File: config.mk
export PLATFORM = sky130hd
export DESIGN_NAME = systolic_feeder
export DESIGN_NICKNAME = d
export VERILOG_FILES = /design/src/rtl/systolic_pkg.sv /design/src/rtl/systolic_vec_fifo.sv /design/src/rtl/systolic_feeder.sv
export SDC_FILE = /design/constraint.sdc
export NUM_CORES = 1
export LEC_CHECK = 0
export ABC_AREA = 1
export BUFFER_PORTS_ARGS = -buffer_cell sky130_fd_sc_hd__buf_2
export CAP_MARGIN = 0
export CORE_AREA = 2 2 139 141
export DETAILED_ROUTE_END_ITERATION = 7
export DIE_AREA = 0 0 141 143
export PLACE_DENSITY = 0.73
export SYNTH_ARGS = -nofsm -noshare
export SYNTH_HDL_FRONTEND = slang
export SYNTH_SLANG_ARGS = --single-unit
File: constraint.sdc
create_clock -name clk -period 3.6 [get_ports clk]
set_input_delay 0.72 -clock clk [delete_from_list [all_inputs] [get_ports clk]]
set_output_delay 0.72 -clock clk [all_outputs]
set_load 0.01 [all_outputs]
File: src/rtl/systolic_pkg.sv
// Shared types and helpers for the systolic array blocks (feeder, PE, array, collector).
package systolic_pkg;

    typedef enum logic [1:0] {
        StIdle   = 2'd0,
        StStream = 2'd1,
        StDrain  = 2'd2
    } feeder_state_e;

    // Zero vectors needed to push the last real element out of the far corner PE.
    function automatic int unsigned DRAIN_LEN(input int unsigned rows, input int unsigned cols);
        return rows + cols - 1;
    endfunction

endpackage

File: src/rtl/systolic_vec_fifo.sv
// Synchronous vector FIFO with full/empty flags and a look-ahead full flag for registered ready.
module systolic_vec_fifo #(
    parameter int unsigned WIDTH = 33,
    parameter int unsigned DEPTH = 4
) (
    input  logic             clk,
    input  logic             rst_n,
    input  logic             push,
    input  logic [WIDTH-1:0] wdata,
    input  logic             pop,
    output logic [WIDTH-1:0] rdata,
    output logic             full,
    output logic             empty,
    output logic             full_next
);
    localparam int unsigned AW = (DEPTH > 1) ? $clog2(DEPTH) : 1;
    localparam logic [AW:0] FullCnt = (AW + 1)'(DEPTH);

    logic [WIDTH-1:0] mem_q [DEPTH];
    logic [AW-1:0]    wr_ptr_q, rd_ptr_q;
    logic [AW:0]      count_q, count_d;
    logic             do_push, do_pop;

    assign do_push = push & ~full;
    assign do_pop  = pop & ~empty;

    always_comb begin
        count_d = count_q;
        if (do_push && !do_pop) begin
            count_d = count_q + (AW + 1)'(1);
        end else if (!do_push && do_pop) begin
            count_d = count_q - (AW + 1)'(1);
        end
    end

    assign full      = (count_q == FullCnt);
    assign empty     = (count_q == '0);
    assign full_next = (count_d == FullCnt);
    assign rdata     = mem_q[rd_ptr_q];

    always_ff @(posedge clk or negedge rst_n) begin
        if (!rst_n) begin
            wr_ptr_q <= '0;
            rd_ptr_q <= '0;
            count_q  <= '0;
        end else begin
            if (do_push) begin
                wr_ptr_q <= wr_ptr_q + AW'(1);
            end
            if (do_pop) begin
                rd_ptr_q <= rd_ptr_q + AW'(1);
            end
            count_q <= count_d;
        end
    end

    // Storage needs no reset: only slots between rd and wr pointers are ever read.
    always_ff @(posedge clk) begin
        if (do_push) begin
            mem_q[wr_ptr_q] <= wdata;
        end
    end

endmodule

File: src/rtl/systolic_feeder.sv
// Activation feeder: buffers input vectors, skews them diagonally across the array rows and
// flushes the array with zero vectors before signalling completion.
module systolic_feeder
    import systolic_pkg::*;
#(
    parameter int unsigned DATA_WIDTH = 8,
    parameter int unsigned ROWS       = 4,
    parameter int unsigned COLS       = 4,
    parameter int unsigned DEPTH      = 4
) (
    input  logic                       clk,
    input  logic                       rst_n,
    input  logic                       in_valid,
    output logic                       in_ready,
    input  logic [ROWS*DATA_WIDTH-1:0] in_data,
    input  logic                       in_last,
    input  logic                       array_stall,
    output logic [ROWS*DATA_WIDTH-1:0] out_data,
    output logic [ROWS-1:0]            out_valid,
    output logic                       bubble,
    output logic                       done,
    output logic                       busy
);
    localparam int unsigned VecW     = ROWS * DATA_WIDTH;
    localparam int unsigned DrainLen = DRAIN_LEN(ROWS, COLS);
    localparam int unsigned CntW     = $clog2(DrainLen + 1);

    feeder_state_e   state_q;
    logic [CntW-1:0] drain_cnt_q;
    logic            in_ready_q;
    logic            done_q;

    logic            advance;
    logic            push;
    logic            pop;
    logic            pop_last;
    logic            fifo_full;
    logic            fifo_empty;
    logic            fifo_full_next;
    logic [VecW:0]   fifo_rdata;
    logic            head_last;
    logic [VecW-1:0] head_data;
    logic [VecW-1:0] cur_data;
    logic            cur_valid;

    assign advance  = ~array_stall;
    assign push     = in_valid & in_ready_q & ~fifo_full;
    assign pop      = advance & (state_q == StStream) & ~fifo_empty;
    assign {head_last, head_data} = fifo_rdata;
    assign pop_last = pop & head_last;

    // Vector entering the skew line this cycle; zeros cover both bubbles and flush.
    assign cur_data  = pop ? head_data : '0;
    assign cur_valid = pop;

    systolic_vec_fifo #(
        .WIDTH(VecW + 1),
        .DEPTH(DEPTH)
    ) u_fifo (
        .clk      (clk),
        .rst_n    (rst_n),
        .push     (push),
        .wdata    ({in_last, in_data}),
        .pop      (pop),
        .rdata    (fifo_rdata),
        .full     (fifo_full),
        .empty    (fifo_empty),
        .full_next(fifo_full_next)
    );

    always_ff @(posedge clk or negedge rst_n) begin
        if (!rst_n) begin
            state_q     <= StIdle;
            drain_cnt_q <= '0;
            in_ready_q  <= 1'b1;
            done_q      <= 1'b0;
        end else begin
            done_q <= 1'b0;
            unique case (state_q)
                StIdle: begin
                    in_ready_q <= ~fifo_full_next;
                    // Leftovers accepted alongside the previous last vector also start a run.
                    if (push || !fifo_empty) begin
                        state_q <= StStream;
                    end
                end
                StStream: begin
                    if (pop_last) begin
                        state_q     <= StDrain;
                        drain_cnt_q <= CntW'(DrainLen);
                        in_ready_q  <= 1'b0;
                    end else begin
                        in_ready_q <= ~fifo_full_next;
                    end
                end
                StDrain: begin
                    in_ready_q <= 1'b0;
                    if (drain_cnt_q == '0) begin
                        state_q    <= StIdle;
                        in_ready_q <= ~fifo_full_next;
                    end else if (advance) begin
                        drain_cnt_q <= drain_cnt_q - CntW'(1);
                        done_q      <= (drain_cnt_q == CntW'(1));
                    end
                end
                default: begin
                    state_q <= StIdle;
                end
            endcase
        end
    end

    assign in_ready = in_ready_q;
    assign done     = done_q;
    assign busy     = (state_q != StIdle);
    assign bubble   = (state_q == StStream) & fifo_empty;

    // Row 0 has no delay register; the hold keeps it steady while the array is frozen.
    logic [DATA_WIDTH-1:0] row0_hold_q;
    logic                  row0_vld_q;

    always_ff @(posedge clk or negedge rst_n) begin
        if (!rst_n) begin
            row0_hold_q <= '0;
            row0_vld_q  <= 1'b0;
        end else if (advance) begin
            row0_hold_q <= cur_data[DATA_WIDTH-1:0];
            row0_vld_q  <= cur_valid;
        end
    end

    assign out_data[DATA_WIDTH-1:0] = advance ? cur_data[DATA_WIDTH-1:0] : row0_hold_q;
    assign out_valid[0]             = advance ? cur_valid : row0_vld_q;

    for (genvar r = 1; r < ROWS; r++) begin : g_skew
        logic [DATA_WIDTH:0] pipe_q [r];

        always_ff @(posedge clk or negedge rst_n) begin
            if (!rst_n) begin
                for (int i = 0; i < r; i++) begin
                    pipe_q[i] <= '0;
                end
            end else if (advance) begin
                pipe_q[0] <= {cur_valid, cur_data[r*DATA_WIDTH +: DATA_WIDTH]};
                for (int i = 1; i < r; i++) begin
                    pipe_q[i] <= pipe_q[i-1];
                end
            end
        end

        assign out_data[r*DATA_WIDTH +: DATA_WIDTH] = pipe_q[r-1][DATA_WIDTH-1:0];
        assign out_valid[r]                          = pipe_q[r-1][DATA_WIDTH];
    end

endmodule

==> results of run 1 <==
==> final timing paths <==
path	slack (ps)	start	endpoint	depth (start not counted)
worst max-delay path	730	state_q[1]	out_data[4]	6
worst min-delay path	340	rst_n	out_data[19]	1
worst max register to register	1180	u_fifo.count_q[0]	u_fifo.mem_q[2][27]	6
worst min register to register	480	out_data[26]	out_data[26]	2
max in group asynchronous	2530	rst_n	u_fifo.rd_ptr_q[0]	1
min in group clk	420	in_data[12]	u_fifo.mem_q[0][12]	1
==> cell families after synthesis <==
family          Yosys count
flops                   206
compound gates          125
simple gates            220
buf+inv                 127
fa+ha+maj                15
xor+xnor                  3
==> registers in the layout, summed over array words and instances (netlist names) <==
signal and flops:
done 1, drain_cnt_q 3, g_skew.pipe_q 33, in_ready 1
out_data 16, out_valid 2, row0_hold_q 8, row0_vld_q 1
state_q 2, u_fifo.count_q 3, u_fifo.mem_q 132, u_fifo.rd_ptr_q 2
u_fifo.wr_ptr_q 2
==> final cells by class <==
| cell class | count | area share |
|---|---|---|
| flip-flops and latches | 206 | 0.611 |
| multi-input cells | 363 | 0.200 |
| clock buffers | 28 | 0.0623 |
| repair buffers | 85 | 0.0526 |
| well taps | 234 | 0.0307 |
| inverters | 75 | 0.0301 |
| clock inverters | 12 | 0.0129 |
| diodes | 2 | 0.000526 |
==> metrics by stage <==
step                power [µW]   util  hold WS, ps  area [µm²]
floorplan                 4810      -          424        8270
global placement          5340  0.474          458        8800
detailed placement        5410  0.474          459        8800
CTS                       7650  0.512          397        9520
global route              8040  0.512          399        9520
finish                    7570  0.513          338        9520
==> cells in the final DEF, fill, tap and decap left out, drive strengths merged, types with 3 or more instances in the layout <==
cell type and n:
nand2 143, edfxtp 132, buf 85, inv 74, o21ai 74, dfrtp 73
nand3 61, a21oi 34, clkbuf 28, a32o 16, ha 15, nor2 15
clkinv 10, xor2 3
==> power by group through the flow <==
stage | clock network, µW | logic (µW) | registers [µW]
2_1_floorplan | 0 | 1530 | 3290
3_3_place_gp | 0 | 2040 | 3300
3_5_place_dp | 0 | 2100 | 3320
4_1_cts | 2250 | 2120 | 3280
5_1_grt | 2350 | 2360 | 3320
6_report | 2210 | 2090 | 3270
==> routing by layer <==
metal	wire length [µm]	vias to the layer above	global-route usage
met2	8100	136	0.284
met3	958	29	0.0359
met5	11	-	0
met4	312	2	0.0553
met1	7210	2444	0.220
li1	-	2473	-
==> flow_summary.toml, run 1 <==
[clock_network]
h-tree-depth = 1
cts_buffer_depth = 3
ctsHoldBuffers = 0
clk_latency_ps = 510
cts.repair.resized = 0
clock-sinks = 206
cts_buffers = 22
cts_tree = "built"
cts-root-buf = "clkbuf_16"
cts.reportedPaths.clkPinSlew_ps = 60
cts_setup_buffers = 0

[yosys]
synth_top_family_by_area = "simple AND/OR/NAND/NOR gates"
synth.net_count = 748
syn_area_per_cell_um2 = 11.9
synth_compound_area_frac = 0.0855
ys_seq_elements = 206
synth_mux_area_frac = 0
synth_top_cell_area_share = 0.479
netlist_instances = 696
synth_top_area_cell = "edfxtp_1"
synth_xor_area_frac = 0.00318
synth-edff-count = 132
ys_warn_count = 0
synthSimpleGateAreaFrac = 0.115
synth_seq_area_share = 0.703
ys_top_cells_by_count = "nand2_1 (138), edfxtp_1 (132), dfrtp_1 (73)"
synthArstFlopShare = 0.359
synth_cell_types = 27
synth_fa_ha_area_frac = 0.0227
syn_area_um2 = 8270
synth_area_leaders = "edfxtp_1 (48%), dfrtp_1 (22%), nand2_1 (6.3%)"
synth_ff_type = "edfxtp_1"
synthMostInstantiatedCell = "nand2_1"

[layout]
multi_input_area_um2 = 1900
fin_nets = 805
area_growth_pct = 15.1
stdcell_count = 1005
fillerInstances = 1591
drive_gt1_frac = 0.182
register_area_um2 = 5820

[grt]
grt_pass1_wl_um = 26700
grt_max_degree = 75
grtUsageTotal = 0.169
grt-ovfl-total = 0
antenna_found_initial = 3
grt_pass1_vias = 5157

[floorplan]
core_um2 = 18600
rows = 50
die_w_um = 141
start_util = 0.445
die_h_um = 143
ios = 77
die_area_um2 = 20200

[sta]
timing.final.ws_setup_ps = 735
finalSetupTns_ps = 0
fin_skew_ps = 15.5
drv_slew = 0
rsz0062_at_grt = "false"
finalSetupViolations = 0
fin_crit_ps = 2870
clock.fmax_mhz = 349
maxSlewHeadroom = 0.347
period_share = 0.796
worst_slew_pin_slew_ps = 980
hold_violations = 0

[hold_path]
hp-class = "in2async"

[place]
dp_cells = 963
pre_cts_ws_ps = 1010
gp_congestion = 0.757
dpl.hpwl_um = 9760
portBuffers = 76

[detailed_routing]
vias = 5084
vias_per_cell = 5.06
first_pass_iters = 5
drt_iter0_drc = 333
wl_um = 16600
ant_nets = 0
drc = 0
drt-wirelength-per-cell_um = 16.5

[power]
intPower_uw = 5070
combPwrFrac = 0.275
p_switching_uw = 2510
p_per_area_nw_per_um2 = 795
netSwitchingFraction = 0.331
vdd_drop_max_mv = 0.425
seq_power_share = 0.432
p_leak_uw = 0.00401
clockPowerShare = 0.292

[worst_setup_path]
cp_slowest_cell = "dfrtp_1"
path_cells = "inv_1 > ha_1 > nand2_4 > nor2_8 > a32o_1 > buf_2"
critPathBufInv = 2
cp.arrival_ps = 2150
required_ps = 2880
crit_path_end_kind = "output port"
path_delay_family = "simple AND/OR/NAND/NOR gates"
crit_fanout = 20
critPathKind = "reg2out"
cp-start-kind = "flop"
max_stage_delay_ps = 400

[run]
maxCapViolCount = 0

[run_status]
status = "complete, no violations"
No activity file was read; power rests on OpenSTA's default activity.
==> run 2, diff against run 1 <==
--- a/config.mk
+++ b/config.mk
@@ -5,12 +5,12 @@
 export SDC_FILE = /design/constraint.sdc
 export NUM_CORES = 1
 export LEC_CHECK = 0
-export ABC_AREA = 1
+export ABC_AREA = 0
 export BUFFER_PORTS_ARGS = -buffer_cell sky130_fd_sc_hd__buf_2
 export CAP_MARGIN = 0
-export CORE_AREA = 2 2 139 141
+export CORE_AREA = 2 2 137 139
 export DETAILED_ROUTE_END_ITERATION = 7
-export DIE_AREA = 0 0 141 143
+export DIE_AREA = 0 0 139 141
 export PLACE_DENSITY = 0.73
 export SYNTH_ARGS = -nofsm -noshare
 export SYNTH_HDL_FRONTEND = slang
==> constraint.sdc (replaced) <==
create_clock -name clk -period 2.8 [get_ports clk]
set_input_delay 0.56 -clock clk [delete_from_list [all_inputs] [get_ports clk]]
set_output_delay 0.56 -clock clk [all_outputs]
set_load 0.01 [all_outputs]
==> run 2 against run 1 <==
Sequential power rose by 37%. Clock skew is 2.6 ps higher. Sequential share of layout area is 1.1 points higher. Synthesized area is 2.5% lower. Combinational power is 27% higher. Highest routed layer is now met4. Sequential cell count did not move. Largest power group unchanged. Count of clock-buffer cells in the layout decreased by 1.
==> flow_summary.toml, run 2 <==
[floorplan]
die_h_um = 141
die_w_um = 139
ios = 77
core_um2 = 18300
rows = 50
die_area_um2 = 19600
start_util = 0.442

[hold_path]
hp-class = "in2async"

[place]
dp_cells = 717
dpl.hpwl_um = 9130
dpl_cell_area_um2 = 8650
gp_congestion = 0.699
portBuffers = 76
pre_cts_ws_ps = 457

[yosys]
ys_warn_count = 0
ys_seq_elements = 206
synth_seq_area_share = 0.721
synth_area_leaders = "edfxtp_1 (49%), dfrtp_1 (23%), mux4_2 (8.9%)"
synth-edff-count = 132
synthMostInstantiatedCell = "edfxtp_1"
synth_top_cell_area_share = 0.491
synth_top_area_cell = "edfxtp_1"
synth.net_count = 484
ys_top_cells_by_count = "edfxtp_1 (132), dfrtp_1 (73), a22o_1 (32), mux4_2 (32), mux2_2 (26)"
synth_cell_types = 49
syn_area_um2 = 8070
syn_area_per_cell_um2 = 18.7
netlist_instances = 432
synthArstFlopShare = 0.359
synth_ff_type = "edfxtp_1"

[detailed_routing]
ant_nets = 0
wl_um = 14800
drc = 0
first_pass_iters = 4
drt-wirelength-per-cell_um = 19.5
vias_per_cell = 5.41
vias = 4094
drt_iter0_drc = 230

[sta]
clock.fmax_mhz = 372
rsz0062_at_grt = "false"
maxSlewHeadroom = 0.528
finalSetupViolations = 0
fin_skew_ps = 18.1
finalSetupTns_ps = 0
fin_crit_ps = 2690
drv_slew = 0
period_share = 0.960
timing.final.ws_setup_ps = 113
hold_violations = 0
worst_slew_pin_slew_ps = 708

[layout]
stdcell_area_um2 = 9360
antenna_cells = 0
stdcell_count = 757
top_register = "u_fifo.mem_q"
largest_register_ff_count = 132
drive_gt1_frac = 0.388
area_growth_pct = 16.0
fin_nets = 560
layout_common_cells = "edfxtp_1 (132), buf_2 (75), dfrtp_1 (71)"
final_common_cell = "edfxtp_1"

[clock_network]
clock-sinks = 206
h-tree-depth = 1
clk_latency_ps = 500
cts_buffers = 21
cts.reportedPaths.clkPinSlew_ps = 60
cts_buffer_depth = 3
cts-root-buf = "clkbuf_16"
cts_tree = "built"

[grt]
grt-ovfl-total = 0
grtUsageTotal = 0.152
grt_max_degree = 60
grt_pass1_vias = 4355
antenna_found_initial = 0
grt_pass1_wl_um = 23500

[worst_setup_path]
cp.arrival_ps = 2130
crit_path_end_kind = "output port"
required_ps = 2240
reg2reg_depth = 7
critPathKind = "reg2out"
crit_fanout = 9
cp-start-kind = "flop"

[power]
p_leak_uw = 0.00376
vdd_drop_max_mv = 0.439
p_per_area_nw_per_um2 = 1050
power_uw = 9830

[run_status]
status = "complete, no violations"

[run]
maxCapViolCount = 0
run 2: path summary, 6_finish.rpt:
check | start | endpoint | slack (ps)
min in group clk | in_data[27] | u_fifo.mem_q[3][27] | 280
worst max-delay path | u_fifo.count_q[0] | out_data[7] | 110
worst min register to register | out_data[27] | out_data[27] | 500
worst max register to register | state_q[1] | state_q[1] | 440
worst min-delay path | rst_n | g_skew[1].pipe_q[5] | 130
max in group asynchronous | rst_n | row0_hold_q[0] | 2080
run 2: worst max-delay path: stages (launching register included):
cell and delay, ps:
dfrtp_1 430, inv_1 130, ha_2 260, and2b_2 280, nor2_4 50, buf_12 140
a22o_1 200, buf_2 140
run 2: layout make-up:
type	instances	area (µm²)
Inverter	14	52.6
Fill cell	1502	8900
Timing Repair Buffer	90	526
Sequential cell	206	5820
Clock buffer	27	568
Clock inverter	11	108
Multi-Input combinational cell	175	2000
Tap cell	234	293
run 2: where the power goes:
part	internal [µW]	switching, µW
Clock	1620	1090
Combinational	1330	1320
Sequential	4030	444
run 2: metrics by stage:
step | hold WS, ps | util
2_1_floorplan | 264 | -
3_3_place_gp | 474 | 0.474
3_5_place_dp | 489 | 0.474
4_1_cts | 141 | 0.512
5_1_grt | 173 | 0.513
6_report | 127 | 0.513
run 2: logic make-up after synthesis:
kind of cell    share of synthesized area
xor+xnor                          0.00434
fa+ha+maj                          0.0233
simple gates                       0.0307
compound gates                     0.0568
flops                               0.721
buf+inv                            0.0341
mux                                 0.130
run 2: repair_timing:
item,4_1_cts,5_1_grt
resized for setup,0,4
pin swaps,1,0
endpoints found under the setup margin,8,8
buffers inserted,2,0
hold buffers,0,0
run 2: metal layers:
metal / wire length, µm / global-route usage
met1: 6250 / 0.200
met2: 7390 / 0.262
met3: 855 / 0.0296
met4: 266 / 0.0431
met5: 0 / 0
==> run 3, diff against run 2 <==
--- a/config.mk
+++ b/config.mk
@@ -8,10 +8,13 @@
 export ABC_AREA = 0
 export BUFFER_PORTS_ARGS = -buffer_cell sky130_fd_sc_hd__buf_2
 export CAP_MARGIN = 0
+export CELL_PAD_IN_SITES_DETAIL_PLACEMENT = 1
+export CELL_PAD_IN_SITES_GLOBAL_PLACEMENT = 1
 export CORE_AREA = 2 2 137 139
 export DETAILED_ROUTE_END_ITERATION = 7
 export DIE_AREA = 0 0 139 141
-export PLACE_DENSITY = 0.73
+export PLACE_DENSITY = 0.81
+export SLEW_MARGIN = 20
 export SYNTH_ARGS = -nofsm -noshare
 export SYNTH_HDL_FRONTEND = slang
 export SYNTH_SLANG_ARGS = --single-unit
==> run 3 against run 2 <==
Power up 1.0%. Design area up 0.13%. Non-clock buffer count down 1. Sequential share of layout area down 0.11 points. Critical endpoint unchanged. Clock skew up 4.7 ps. Register-to-register slack better by 70 ps. Utilization up 0.068 points. Largest power group unchanged. Count of clock-buffer cells in the layout unchanged. Routed wire length up 15%. Sequential cell count unchanged.
==> flow_summary.toml, run 3 (synthesized netlist as in run 2, its figures left out) <==
[layout]
largest_register_ff_count = 132
layout_common_cells = "edfxtp_1 (132), buf_2 (75), dfrtp_1 (71)"
final_common_cell = "edfxtp_1"
antenna_cells = 0
fin_nets = 559
stdcell_count = 755
drive_gt1_frac = 0.386
area_growth_pct = 16.2
top_register = "u_fifo.mem_q"
multi_input_area_um2 = 2000
stdcell_area_um2 = 9380
register_area_um2 = 5820
fillerInstances = 1706

[grt]
grtUsageTotal = 0.179
antenna_found_initial = 0
grt_pass1_wl_um = 27200
grt_pass1_vias = 4704
grt_max_degree = 44
grt-ovfl-total = 0

[clock_network]
clk_latency_ps = 500
cts_tree = "built"
cts-root-buf = "clkbuf_16"
cts_buffer_depth = 3
h-tree-depth = 1
cts.reportedPaths.clkPinSlew_ps = 60
clock-sinks = 206
cts_buffers = 21

[floorplan]
die_h_um = 141
die_w_um = 139
core_um2 = 18300
start_util = 0.442
ios = 77
die_area_um2 = 19600
rows = 50

[place]
portBuffers = 76
dpl_cell_area_um2 = 8690
pre_cts_ws_ps = 443
gp_congestion = 0.813
dp_cells = 717
dpl.hpwl_um = 10800

[detailed_routing]
drt_iter0_drc = 216
wl_um = 17000
drc = 0
ant_nets = 0
drt-wirelength-per-cell_um = 22.5
vias_per_cell = 5.46
first_pass_iters = 4
vias = 4121

[sta]
finalSetupTns_ps = 0
clock.fmax_mhz = 365
timing.final.ws_setup_ps = 61.8
period_share = 0.978
finalSetupViolations = 0
maxSlewHeadroom = 0.518
rsz0062_at_grt = "false"
fin_crit_ps = 2740
fin_skew_ps = 22.9
hold_violations = 0
drv_slew = 0
worst_slew_pin_slew_ps = 724

[worst_setup_path]
cp-start-kind = "flop"
required_ps = 2240
crit_fanout = 10
critPathKind = "reg2out"
crit_path_end_kind = "output port"
rrSetupSlack_ps = 510
cp.arrival_ps = 2180

[power]
vdd_drop_max_mv = 0.636
p_leak_uw = 0.00374
power_uw = 9930
p_per_area_nw_per_um2 = 1060

[run]
maxCapViolCount = 0

[run_status]
status = "complete, no violations"

[hold_path]
hp-class = "in2async"
==> run 3: stage by stage <==
| stage | hold WS, ps | utilization |
|---|---|---|
| finish | 68.5 | 0.513 |
| global placement | 473 | 0.476 |
| floorplan | 264 | - |
| CTS | 84.4 | 0.513 |
| detailed placement | 486 | 0.476 |
| global route | 105 | 0.513 |
==> run 3: final timing paths <==
path | startpoint | endpoint | depth (start not counted)
setup reg to reg | state_q[1] | state_q[1] | 7
max in group asynchronous | rst_n | in_ready | 2
setup / recovery | u_fifo.count_q[0] | out_data[7] | 7
min in group clk | in_data[4] | u_fifo.mem_q[1][4] | 1
hold reg to reg | out_data[18] | out_data[18] | 1
hold / removal | rst_n | out_data[31] | 1
==> run 3: power breakdown <==
group / switching (µW) / leakage [µW] / internal, µW
clock: 1120 / 0.000316 / 1540
combinational: 1390 / 0.00126 / 1360
sequential: 497 / 0.00217 / 4030
==> run 3: final cells by class <==
| class | count | area share |
|---|---|---|
| clock inverters | 10 | 0.00947 |
| inverters | 14 | 0.00560 |
| repair buffers | 89 | 0.0592 |
| clock buffers | 27 | 0.0606 |
| well taps | 234 | 0.0312 |
| multi-input cells | 175 | 0.213 |
| flip-flops and latches | 206 | 0.621 |
==> run 3: timing repair <==
| action | 4_1_cts | 5_1_grt |
|---|---|---|
| setup buffers | 1 | 0 |
| pin swaps | 1 | 0 |
| resized for setup | 2 | 3 |
| setup endpoints to repair | 8 | 8 |
| hold buffers | 0 | 0 |
==> run 3: routing by layer <==
layer  vias to the layer above  wire [µm]  GRT usage
met5                         -          0          0
met4                         0        239     0.0553
met3                        21        687     0.0329
met2                       100       8740      0.310
met1                      2190       7300      0.232
li1                       1810          -          -
==> run 3: worst max-delay path: stages, from the launching register on <==
cell     delay [ps]
dfrtp_1         440
inv_1           150
ha_2            300
and2b_4         250
nor2_4           50
buf_12          140
a22o_1          210
buf_2           150
